`src/rtl/mips_pkg.sv`:
```
// Shared definitions for the MIPS fetch-side control: reset PC default,
// sequential PC increment and the PC sequencer state encoding.
package mips_pkg;

  localparam logic [31:0] RESET_PC_DEF = 32'h0000_0000;
  localparam logic [31:0] PC_INC       = 32'd4;

  typedef enum logic [1:0] {
    BOOT     = 2'd0,
    RUN      = 2'd1,
    REDIRECT = 2'd2
  } seq_state_e;

endpackage

```
`src/rtl/pc_target_gen.sv`:
```
// Combinational PC target arithmetic: sequential PC+4, branch target
// (PC+4 of branch plus word-scaled offset) and jump target (region concat).
// All adds are 32-bit modulo 2^32.
module pc_target_gen
  import mips_pkg::*;
(
  input  logic [31:0] pc_i,
  input  logic [31:0] branch_pc4_i,
  input  logic [31:0] branch_imm_i,
  input  logic [31:0] jump_pc4_i,
  input  logic [25:0] jump_idx_i,
  output logic [31:0] pc_plus4_o,
  output logic [31:0] branch_tgt_o,
  output logic [31:0] jump_tgt_o
);

  logic [31:0] branch_off;
  logic        unused_bits;

  // imm[31:30] fall off the top of the shift; only the region bits of the
  // jump's PC+4 are kept.
  assign unused_bits  = ^{branch_imm_i[31:30], jump_pc4_i[27:0]};

  assign branch_off   = {branch_imm_i[29:0], 2'b00};
  assign pc_plus4_o   = pc_i + PC_INC;
  assign branch_tgt_o = branch_pc4_i + branch_off;
  assign jump_tgt_o   = {jump_pc4_i[31:28], jump_idx_i, 2'b00};

endmodule

```
`src/rtl/pc_sequencer.sv`:
```
// Program-counter controller for the 5-stage pipeline: owns the PC register,
// picks the next PC (branch > jump > stall > sequential), drives the
// IF/ID and ID/EX flushes and counts redirects with a saturating counter.
//
// state    | meaning
// ---------+---------------------------------------------------------------
// BOOT     | first cycle after reset; PC holds RESET_PC, fetch is a bubble
// RUN      | normal fetch; branch/jump redirects evaluated here
// REDIRECT | cycle after a redirect; branch/jump masked, stall still honoured
module pc_sequencer
  import mips_pkg::*;
#(
  parameter logic [31:0] RESET_PC = RESET_PC_DEF,
  parameter int          CNT_W    = 16
) (
  input  logic             clk_i,
  input  logic             rst_i,
  input  logic             stall_i,
  input  logic             branch_ex_i,
  input  logic             branch_taken_i,
  input  logic [31:0]      branch_pc4_i,
  input  logic [31:0]      branch_imm_i,
  input  logic             jump_id_i,
  input  logic [31:0]      jump_pc4_i,
  input  logic [25:0]      jump_idx_i,
  output logic [31:0]      pc_o,
  output logic [31:0]      pc_plus4_o,
  output logic             fetch_valid_o,
  output logic             flush_ifid_o,
  output logic             flush_idex_o,
  output logic [CNT_W-1:0] redirect_cnt_o
);

  seq_state_e       state_q, state_d;
  logic [31:0]      pc_q, pc_d;
  logic [CNT_W-1:0] cnt_q, cnt_d;
  logic [31:0]      pc_plus4;
  logic [31:0]      branch_tgt;
  logic [31:0]      jump_tgt;
  logic             redirect;
  logic             flush_ifid;
  logic             flush_idex;

  pc_target_gen u_tgt (
    .pc_i         (pc_q),
    .branch_pc4_i (branch_pc4_i),
    .branch_imm_i (branch_imm_i),
    .jump_pc4_i   (jump_pc4_i),
    .jump_idx_i   (jump_idx_i),
    .pc_plus4_o   (pc_plus4),
    .branch_tgt_o (branch_tgt),
    .jump_tgt_o   (jump_tgt)
  );

  // State, PC and counter registers with synchronous reset.
  always_ff @(posedge clk_i) begin
    if (rst_i) begin
      state_q <= BOOT;
      pc_q    <= RESET_PC;
      cnt_q   <= '0;
    end else begin
      state_q <= state_d;
      pc_q    <= pc_d;
      cnt_q   <= cnt_d;
    end
  end

  // Next-state, next-PC priority mux and flush decode.
  always_comb begin
    state_d    = state_q;
    pc_d       = pc_q;
    redirect   = 1'b0;
    flush_ifid = 1'b0;
    flush_idex = 1'b0;
    case (state_q)
      BOOT: begin
        state_d = RUN;
      end
      RUN: begin
        // A taken branch beats a stalled or unstalled jump: the jump sits
        // on the wrong path behind the branch.
        if (branch_ex_i && branch_taken_i) begin
          pc_d       = branch_tgt;
          redirect   = 1'b1;
          flush_ifid = 1'b1;
          flush_idex = 1'b1;
          state_d    = REDIRECT;
        end else if (jump_id_i && !stall_i) begin
          pc_d       = jump_tgt;
          redirect   = 1'b1;
          flush_ifid = 1'b1;
          state_d    = REDIRECT;
        end else if (!stall_i) begin
          pc_d = pc_plus4;
        end
      end
      REDIRECT: begin
        state_d = RUN;
        if (!stall_i) pc_d = pc_plus4;
      end
      default: begin
        state_d = BOOT;
        pc_d    = RESET_PC;
      end
    endcase
  end

  // Saturating redirect counter.
  always_comb begin
    cnt_d = cnt_q;
    if (redirect && (cnt_q != {CNT_W{1'b1}})) cnt_d = cnt_q + CNT_W'(1);
  end

  assign pc_o           = pc_q;
  assign pc_plus4_o     = pc_plus4;
  assign fetch_valid_o  = (state_q != BOOT);
  assign flush_ifid_o   = flush_ifid && !rst_i;
  assign flush_idex_o   = flush_idex && !rst_i;
  assign redirect_cnt_o = cnt_q;

endmodule
```
`config.mk`:
```
export PLATFORM = sky130hd
export DESIGN_NAME = pc_sequencer
export DESIGN_NICKNAME = d
export VERILOG_FILES = /design/src/rtl/mips_pkg.sv /design/src/rtl/pc_target_gen.sv /design/src/rtl/pc_sequencer.sv
export SDC_FILE = /design/constraint.sdc
export NUM_CORES = 1
export LEC_CHECK = 0
export ABC_AREA = 1
export CAP_MARGIN = 20
export CORE_MARGIN = 1
export CORE_UTILIZATION = 48
export DETAILED_ROUTE_END_ITERATION = 8
export GPL_TIMING_DRIVEN = 0
export PLACE_DENSITY = 0.93
export SLEW_MARGIN = 25
export SYNTH_ARGS = -nofsm -noshare
export SYNTH_HDL_FRONTEND = slang
export SYNTH_SLANG_ARGS = --single-unit
```
`constraint.sdc`:
```
create_clock -name clk_i -period 2.6 [get_ports clk_i]
set_clock_uncertainty 0.2 [all_clocks]
set_input_delay 0.52 -clock clk_i [delete_from_list [all_inputs] [get_ports clk_i]]
set_output_delay 0.52 -clock clk_i [all_outputs]
set_load 0.05 [all_outputs]
```
# == Yosys cells after proc, flatten, opt, wreduce, memory -nomap -nowiden ==
# Cells that the tools add are included.
# classes
addsub,3
n_mul,0
div,0
order_cmp,0
n_eq_ne,4
shifts,0
n_mux,12
n_bitwise,0
reduce_logical,10
# op_table
operator,count
two-way mux 32 bit,3
case mux 32 bit (3 select lines),1
"adder 32 x 3 -> 32 bit, second input constant",1
adder 32 bit,1
"adder 16 x 1 -> 16 bit, second input constant",1
"!= test 16 bit, second input constant",1
logical AND 1 bit,5
two-way mux 1 bit,5
two-way mux 2 bit,2
case mux 2 bit (2 select lines),1
"!= test 3 bit, second input constant",1
"== test 2 x 1 -> 1 bit, second input constant",1
"== test 2 bit, second input constant",1
logical NOT 1 bit,2
logical NOT 2 bit,1
nonzero test 2 bit,1
OR reduction 2 bit,1
# totals
ff_bits,50
latchBits,0
ramBits,0
mem_bits_ro,0
inputBits,128
out_inout_bits,83
elab_cells,32
mem_count,0

# == Logic depth before layout (Yosys ltp) ==
# Gate-level depths: netlist of the first run.
# logic_depth
word_depth,6
depth_mapped,16
depth_no_buf,16

# == By module ==
# From an unflattened synthesis of the first run, not the netlist that was laid out.
# unflattened
cells_unflattened,1170
area_unflattened_um2,6401.1
# modules_own_cells
module,n_inst,cells_per_inst,area_per_inst_um2,seq_area_each_um2
pc_sequencer,1,562,3271.9,1001.0
pc_target_gen,1,608,3129.3,0.0

# == Worst setup path before layout of the first run ==
# OpenSTA, ideal clock, no wires.
# synth_timing
kind,flip-flop to flip-flop
startpoint,reg pc_q[2] (netlist: pc_o[2])
endpoint,reg pc_q[11] (netlist: pc_o[11])
setup_ns,0.070
arrival_ns,2.933
required_time_ns,2.330
path_slack_ns,-0.603
stages_incl_launch_ff,11
path_buffers,0
period_less_slack_ns,3.203
path_cell_list,dfxtp_1 inv_1 nor2_4 nand3_1 xor2_1 o21ai_0 nand2_1 nand3b_1 o21ai_0 nand2_1 a21oi_1
# synth_via
elab_chain_len,5
# synth_lines
element,line,source
from (decl),pc_sequencer.sv:35,"logic [31:0] pc_q, pc_d;"
from (signal assigned),pc_sequencer.sv:63,pc_q <= pc_d;
adder 32 x 3 -> 32 bit *,pc_target_gen.sv:25,assign pc_plus4_o = pc_i + PC_INC;
named net pc_plus4_o[11],pc_sequencer.sv:27,"output logic [31:0] pc_plus4_o,"
two-way mux 32 bit *,"pc_sequencer.sv:93, pc_sequencer.sv:99",
two-way mux 32 bit,pc_sequencer.sv:88,end else if (jump_id_i && !stall_i) begin
two-way mux 32 bit,pc_sequencer.sv:82,if (branch_ex_i && branch_taken_i) begin
case mux 32 bit (3 select lines) *,pc_sequencer.sv:75,case (state_q)
# Mark *: on every way through the listed nets, which the timed path passes. The rest lies on a longest branch.
# A chain may end at the register's enable or synchronous reset.

# == Worst setup path after layout of the first run ==
# layout_timing
startpoint,reg pc_q[2] (netlist: pc_o[2])
endpoint,out pc_plus4_o[22]
# layout_via
elab_chain_len,1
# layout_lines
element,line
adder 32 x 3 -> 32 bit,pc_target_gen.sv:25
to (decl),pc_sequencer.sv:27
# No other way between the ends.

==> run metrics, run 1 <==
Worst setup SP type register; register area share after synthesis 15.3%; asr flop ratio synth 0%; Pwr Density approximately 320 nW/um^2; Max-slew headroom 59.6%; Core ar. 13,300 um^2; Final Non-Filler Cells roughly 1,600; failing checks setup timing; Die Span X roughly 120 um; critical path capture point pc_plus4_o[22]; H-tree depth 2; Gate Count Post-Synth approximately 1,200; via count around 8,900; Antenna diodes 0; global-route wire length before repair approximately 37,000 um; synth top area cells nand2_1 27%, dfxtp_1 15%, inv_1 12%; Yosys warnings 0; Final ANT Viol Nets 0; GRT Overall Usage between 30% and 40%; Final setup viols 6; Nets ~1,600; Final Hold Vio Count 0; port bufs roughly 180; GR Overflow Total 0; clock latency at the later pin of the worst-skew pair 0.30 ns; antenna violations before repair 0; fin crit period approximately 2.7 ns; Synth Register Bits 50; VDD IR-drop max between 0.3 and 0.4 mV; number of remaining DRC errors 0; Post-synth top flop dfxtp_1; Peak Freq roughly 370 MHz; Worst path max stage delay roughly 0.39 ns; die area between 10,000 and 15,000 um^2; Pre-antenna DRT Iters 6; Sink Count 50; CTS tree built; Hold Crit Depth 2; DR vias/cell roughly 5.5; cell family with most CP delay simple AND/OR/NAND/NOR gates; Hold WC Path Type input port to register; share of cells above drive strength 1 between 15 and 20%; crit path DAT 1.97 ns; Max Root-Sink Buffers 2; total CTS buffers 5; Yosys top cell area share 26.6%; DRT Wirelength around 25,000 um; critical path capture point type output port; DP HPWL 18,300 um; Worst R2R End pc_o[24]$_SDFFE_PP0N_; DR iter-0 viols roughly 940; Post-Syn Nets around 1,400; Reg clk slew, reported paths around 0.07 ns; CP Class register to output port; cell mode on critical path nand2_4; fill count 1,017; r2r startpoint pc_o[2]$_SDFFE_PP0N_; vias in the first global route a little under 8,000; fin util between 70% and 80%; Post-Syn Area roughly 6600 um^2; CP max stage cell dfxtp_4; num rows 42; gpl congestion approximately 0.95; Die H approximately 120 um; Worst EP required 1.88 ns; Post-Syn Area per Cell 5.37 um^2; Post-DP Area 8690 um^2; critical-path cell list ha_4, nand2_4, nor2_4, nand2_4, nor2_1, nand3_1, and2_1, buf_4; Crit. Startpoint pc_o[2]$_SDFFE_PP0N_; final worst path period share 103%; Final Max Tran Viols 0; CTS root buffer clkbuf_16; Bufs and invs on worst path 1; r2r setup slk around 0.29 ns; CP max FO 5; most common cell after layout, fill and taps aside nand2_1; # IOs ~210; EDFF count, synth 0; commonest non-fill, non-tap cells in the layout 432 x nand2_1, 192 x inv_1, 136 x clkdlybuf4s50_1; Final WS setup -0.0895 ns; Setup WS pre-CTS -0.930 ns; Slew @ Worst Pin between 0.6 and 0.7 ns; Initial Util about 50%; status finished, violations left; total of max-cap violations 0; Critical Path Stages 8; R2R depth 15; Unique masters post-synth 45; Area Growth Syn to Fin 50.2%; area leader, netlist nand2_1; largest net degree at the start of global routing 16; RSZ-0062 raised after global routing true; design area 9840 um^2; Leakage 0.00474 uW; routed len/inst approximately 16 um; placed cell count roughly 1,600
[layer usage]
layer  track usage [%]  vias up  wire (um)
met1              41.0     4003       9930
met5                 0        -          0
met4              15.0        0       1210
met3              5.56      108       2600
met2              53.1      583      11600
li1                  -     4253          -
[synth_stat cells (8+ instances only)]
cell,instances
a21oi_1,64
nor2_1,97
nand2_1,465
nand3_1,102
nor2_4,8
nor3_1,11
nand4_1,11
dfxtp_1,50
xor2_1,12
and2_1,8
o21ai_0,55
ha_1,35
clkbuf_1,16
inv_1,202
nand3b_1,10
[kinds of logic (layout without fill, tap and decap cells)]
kind of cell	Yosys count	in the layout	synth area share, %
and+or+nand+nor	729	729	47.0
buffers and inverters	238	455	15.1
AOI/OAI and AO/OA	143	143	11.9
DFF	50	50	15.3
adders and majority gates	36	36	6.99
xor gates and xnor gates	22	22	3.28
muxes	3	3	0.458
[through the flow]
| step | power, uW | hold WS (ns) | TNS (ns) |
|---|---|---|---|
| final | 3150 | 0.266 | -0.138 |
| after global routing | 3300 | 0.274 | -0.971 |
| after CTS | 2930 | 0.260 | -0.771 |
| after detailed placement | 2180 | 0.283 | -19.39 |
| after global placement | 2160 | 0.276 | -17.73 |
| after floorplan | 1720 | 0.277 | 0 |
[power breakdown]
| part | switching (uW) | internal [uW] |
|---|---|---|
| registers | 38.4 | 784 |
| logic | 948 | 614 |
| clock network | 312 | 455 |
[cell type report]
cell class	count	area [um^2]	area share, %
Multi-Input combinational cell	933	5350	54.3
Timing Repair Buffer	209	2050	20.8
Sequential cell	50	1050	10.7
Inverter	207	786	7.98
Buffer	31	221	2.25
Tap cell	176	220	2.24
Clock buffer	6	129	1.31
Clock inverter	2	37.5	0.381
[sequential cells by signal (all words and copies together) (netlist names)]
register        flops
state_q             2
redirect_cnt_o     16
pc_o               32
[worst min path at each step]
| stage | to | from | slack, ns |
|---|---|---|---|
| 5_1_grt | redirect_cnt_o[13]$_SDFFE_PP0P_ | rst_i | 0.27 |
| 3_5_place_dp | pc_o[5]$_SDFFE_PP0N_ | pc_o[5]$_SDFFE_PP0N_ | 0.28 |
| 3_3_place_gp | redirect_cnt_o[0]$_SDFFE_PP0P_ | redirect_cnt_o[0]$_SDFFE_PP0P_ | 0.28 |
| 4_1_cts | pc_o[20]$_SDFFE_PP0N_ | rst_i | 0.26 |
| 6_report | redirect_cnt_o[13]$_SDFFE_PP0P_ | rst_i | 0.27 |
| 2_1_floorplan | state_q[0]$_SDFFE_PP0N_ | state_q[0]$_SDFFE_PP0N_ | 0.28 |
[timing repair]
action                                  in CTS  in global routing
gates resized for setup                    166                192
buffers inserted                             8                 22
pin swaps                                    7                 50
endpoints found under the setup margin      51                 64
hold buffers                                 0                  0
(Power assumes the default switching activity.)
==> inputs of run 2 (changes only) <==
--- a/config.mk
+++ b/config.mk
@@ -6,12 +6,11 @@
 export NUM_CORES = 1
 export LEC_CHECK = 0
 export ABC_AREA = 1
-export CAP_MARGIN = 20
 export CORE_MARGIN = 1
-export CORE_UTILIZATION = 48
+export CORE_UTILIZATION = 40
 export DETAILED_ROUTE_END_ITERATION = 8
 export GPL_TIMING_DRIVEN = 0
-export PLACE_DENSITY = 0.93
+export PLACE_DENSITY = 0.81
 export SLEW_MARGIN = 25
 export SYNTH_ARGS = -nofsm -noshare
 export SYNTH_HDL_FRONTEND = slang
==> run 2 against run 1 <==
Net effect: the flow still finishes with violations (setup timing); register-to-register slack better by 0.05 ns; clock power up 2%; count of clock-buffer cells in the layout down 1; non-clock buffer count down 5; first-iteration DRC count down 16%; sequential power about the same; combinational power down 4%; sequential share of layout area up 0.13 points; hold slack worse by 0.0023 ns; cell count up 2.2%; flip-flop and latch count unchanged; largest cell class unchanged.
==> run metrics, run 2 (synthesized netlist as in run 1, its figures left out) <==
status finished, violations left; failing checks setup timing; Sink Count 50; DR vias/cell 5.18; crit path DAT a little under 2 ns; H-tree depth 2; Worst setup SP type register; Hold WC Path Type input port to register; num rows 46; Switch Pwr 1270 uW; total CTS buffers 5; Worst Hold Path EP pc_o[21]$_SDFFE_PP0N_; CTS root buffer clkbuf_16; placed cell count 1,616; Die Span X 130 um; met1 usage 34.6%; RSZ-0062 raised after global routing true; post-route setup TNS -0.0714 ns; # IOs 211; total of max-cap violations 0; Pwr Density between 300 and 400 nW/um^2; hold_sp rst_i; Final Hold Vio Count 0; DR iter-0 viols 790; largest net degree at the start of global routing 18; final worst path period share 102%; Hold Crit Depth 2; fill count 1,556; port bufs 179; cell family with most CP delay simple AND/OR/NAND/NOR gates; Worst R2R End pc_o[12]$_SDFFE_PP0N_; CP Class register to output port; multi-input gate area in the final layout 5200 um^2; Final Non-Filler Cells roughly 1,600; routed len/inst around 15 um; GR Overflow Total 0; Die H 130 um; via count around 8,500; Peak Freq around 380 MHz; Slew @ Worst Pin just under 0.6 ns; grt met3 use under 10%; Final ANT Viol Nets 0; global routing usage on met2 47.9%; Sequential Power Share a little over a quarter; CP max stage cell dfxtp_2; fin crit period about 2.7 ns; switching share of power a little over 40%; critical path capture point type output port; Final Max Tran Viols 0; antenna violations before repair 0; register area 1040 um^2; commonest non-fill, non-tap cells in the layout 437 x nand2_1, 196 x inv_1, 142 x clkdlybuf4s50_1; Worst EP required between 1.5 and 2 ns; share of cells above drive strength 1 between 10% and 20%; critical-path cell list nand2_1, nor2_1, nand2_1, nor2_4, nand3_1, and2_1, buf_4; R2R depth 13; CP max FO 6; GRT Overall Usage around 28%; CTS tree built; die area ~17,000 um^2; Int Pwr about 1800 uW; Bufs and invs on worst path 1; cell mode on critical path nand2_1; Worst path max stage delay ~0.41 ns; Pre-antenna DRT Iters 5; DP HPWL about 19,000 um; r2r setup slk approximately 0.34 ns; Core ar. 15,900 um^2; Nets 1,596; CTS Hold Bufs 0; clock latency at the later pin of the worst-skew pair 0.30 ns; Comb power frac between 40 and 50%; max reg flops 32; Clock power frac 25.1%; Final WS setup -0.0501 ns; Reg clk slew, reported paths about 0.070 ns; most common cell after layout, fill and taps aside nand2_1; number of remaining DRC errors 0; GRT busiest layer met2; Critical Path Stages 7; r2r startpoint pc_o[3]$_SDFFE_PP0N_; vias in the first global route ~7,700; Initial Util between 40% and 50%; Final setup viols 4; Max-slew headroom approximately 60%; Max Root-Sink Buffers 2; Leakage 0.00468 uW; Antenna diodes 0; DRT Wirelength about 25,000 um; VDD IR-drop max between 0.2 and 0.25 mV; Area Growth Syn to Fin 47.4%; global-route wire length before repair between 30,000 and 40,000 um; gpl congestion 0.936
run 2: worst max path at each step:
| stage | start | end | slack, ns |
|---|---|---|---|
| 2_1_floorplan | pc_o[10]$_SDFFE_PP0N_ | pc_o[14]$_SDFFE_PP0N_ | 0.01 |
| 3_5_place_dp | stall_i | flush_ifid_o | -0.94 |
| 6_report | pc_o[12]$_SDFFE_PP0N_ | pc_plus4_o[31] | -0.05 |
| 3_3_place_gp | stall_i | flush_ifid_o | -0.92 |
| 4_1_cts | branch_ex_i | flush_ifid_o | -0.03 |
| 5_1_grt | pc_o[12]$_SDFFE_PP0N_ | pc_plus4_o[31] | -0.15 |
run 2: per-layer routing:
layer  vias up  wire length [um]
met5         -                 0
met4         0               975
met3        70              2070
met2       393             11400
met1      3836             10100
li1       4243                 -
run 2: timing repair:
item                                    4_1_cts  5_1_grt
buffers inserted                              8       17
endpoints found under the setup margin       50       63
resized for setup                           184      150
endpoints found under the hold margin         0        0
pin swaps                                     9       34
run 2: power groups by stage:
stage	Combinational, uW	Clock, uW	Sequential, uW
floorplan	816	0	904
global placement	1340	0	842
detailed placement	1350	0	842
CTS	1370	785	824
global route	1640	826	826
finish	1500	781	823
run 2: cell type report:
| cell class | count | share of cell area, % |
|---|---|---|
| tap | 216 | 2.80 |
| clock inverter | 3 | 0.492 |
| buffer | 31 | 2.25 |
| clock buffer | 5 | 1.30 |
| sequential | 50 | 10.8 |
| inverter | 207 | 8.11 |
| multi-input combinational | 933 | 53.8 |
| timing repair buffer | 204 | 20.4 |
run 2: stage by stage:
| step | worst slack (ns) | power (uW) | hold WS [ns] | area, um^2 | utilization [%] |
|---|---|---|---|---|---|
| floorplan | 0.0114 | 1720 | 0.277 | 6680 | - |
| finish | -0.0501 | 3100 | 0.264 | 9660 | 60.6 |
| CTS | -0.0343 | 2980 | 0.262 | 9030 | 56.6 |
| global route | -0.146 | 3290 | 0.261 | 9660 | 60.6 |
| global placement | -0.923 | 2180 | 0.276 | 8740 | 54.8 |
| detailed placement | -0.944 | 2190 | 0.278 | 8740 | 54.8 |
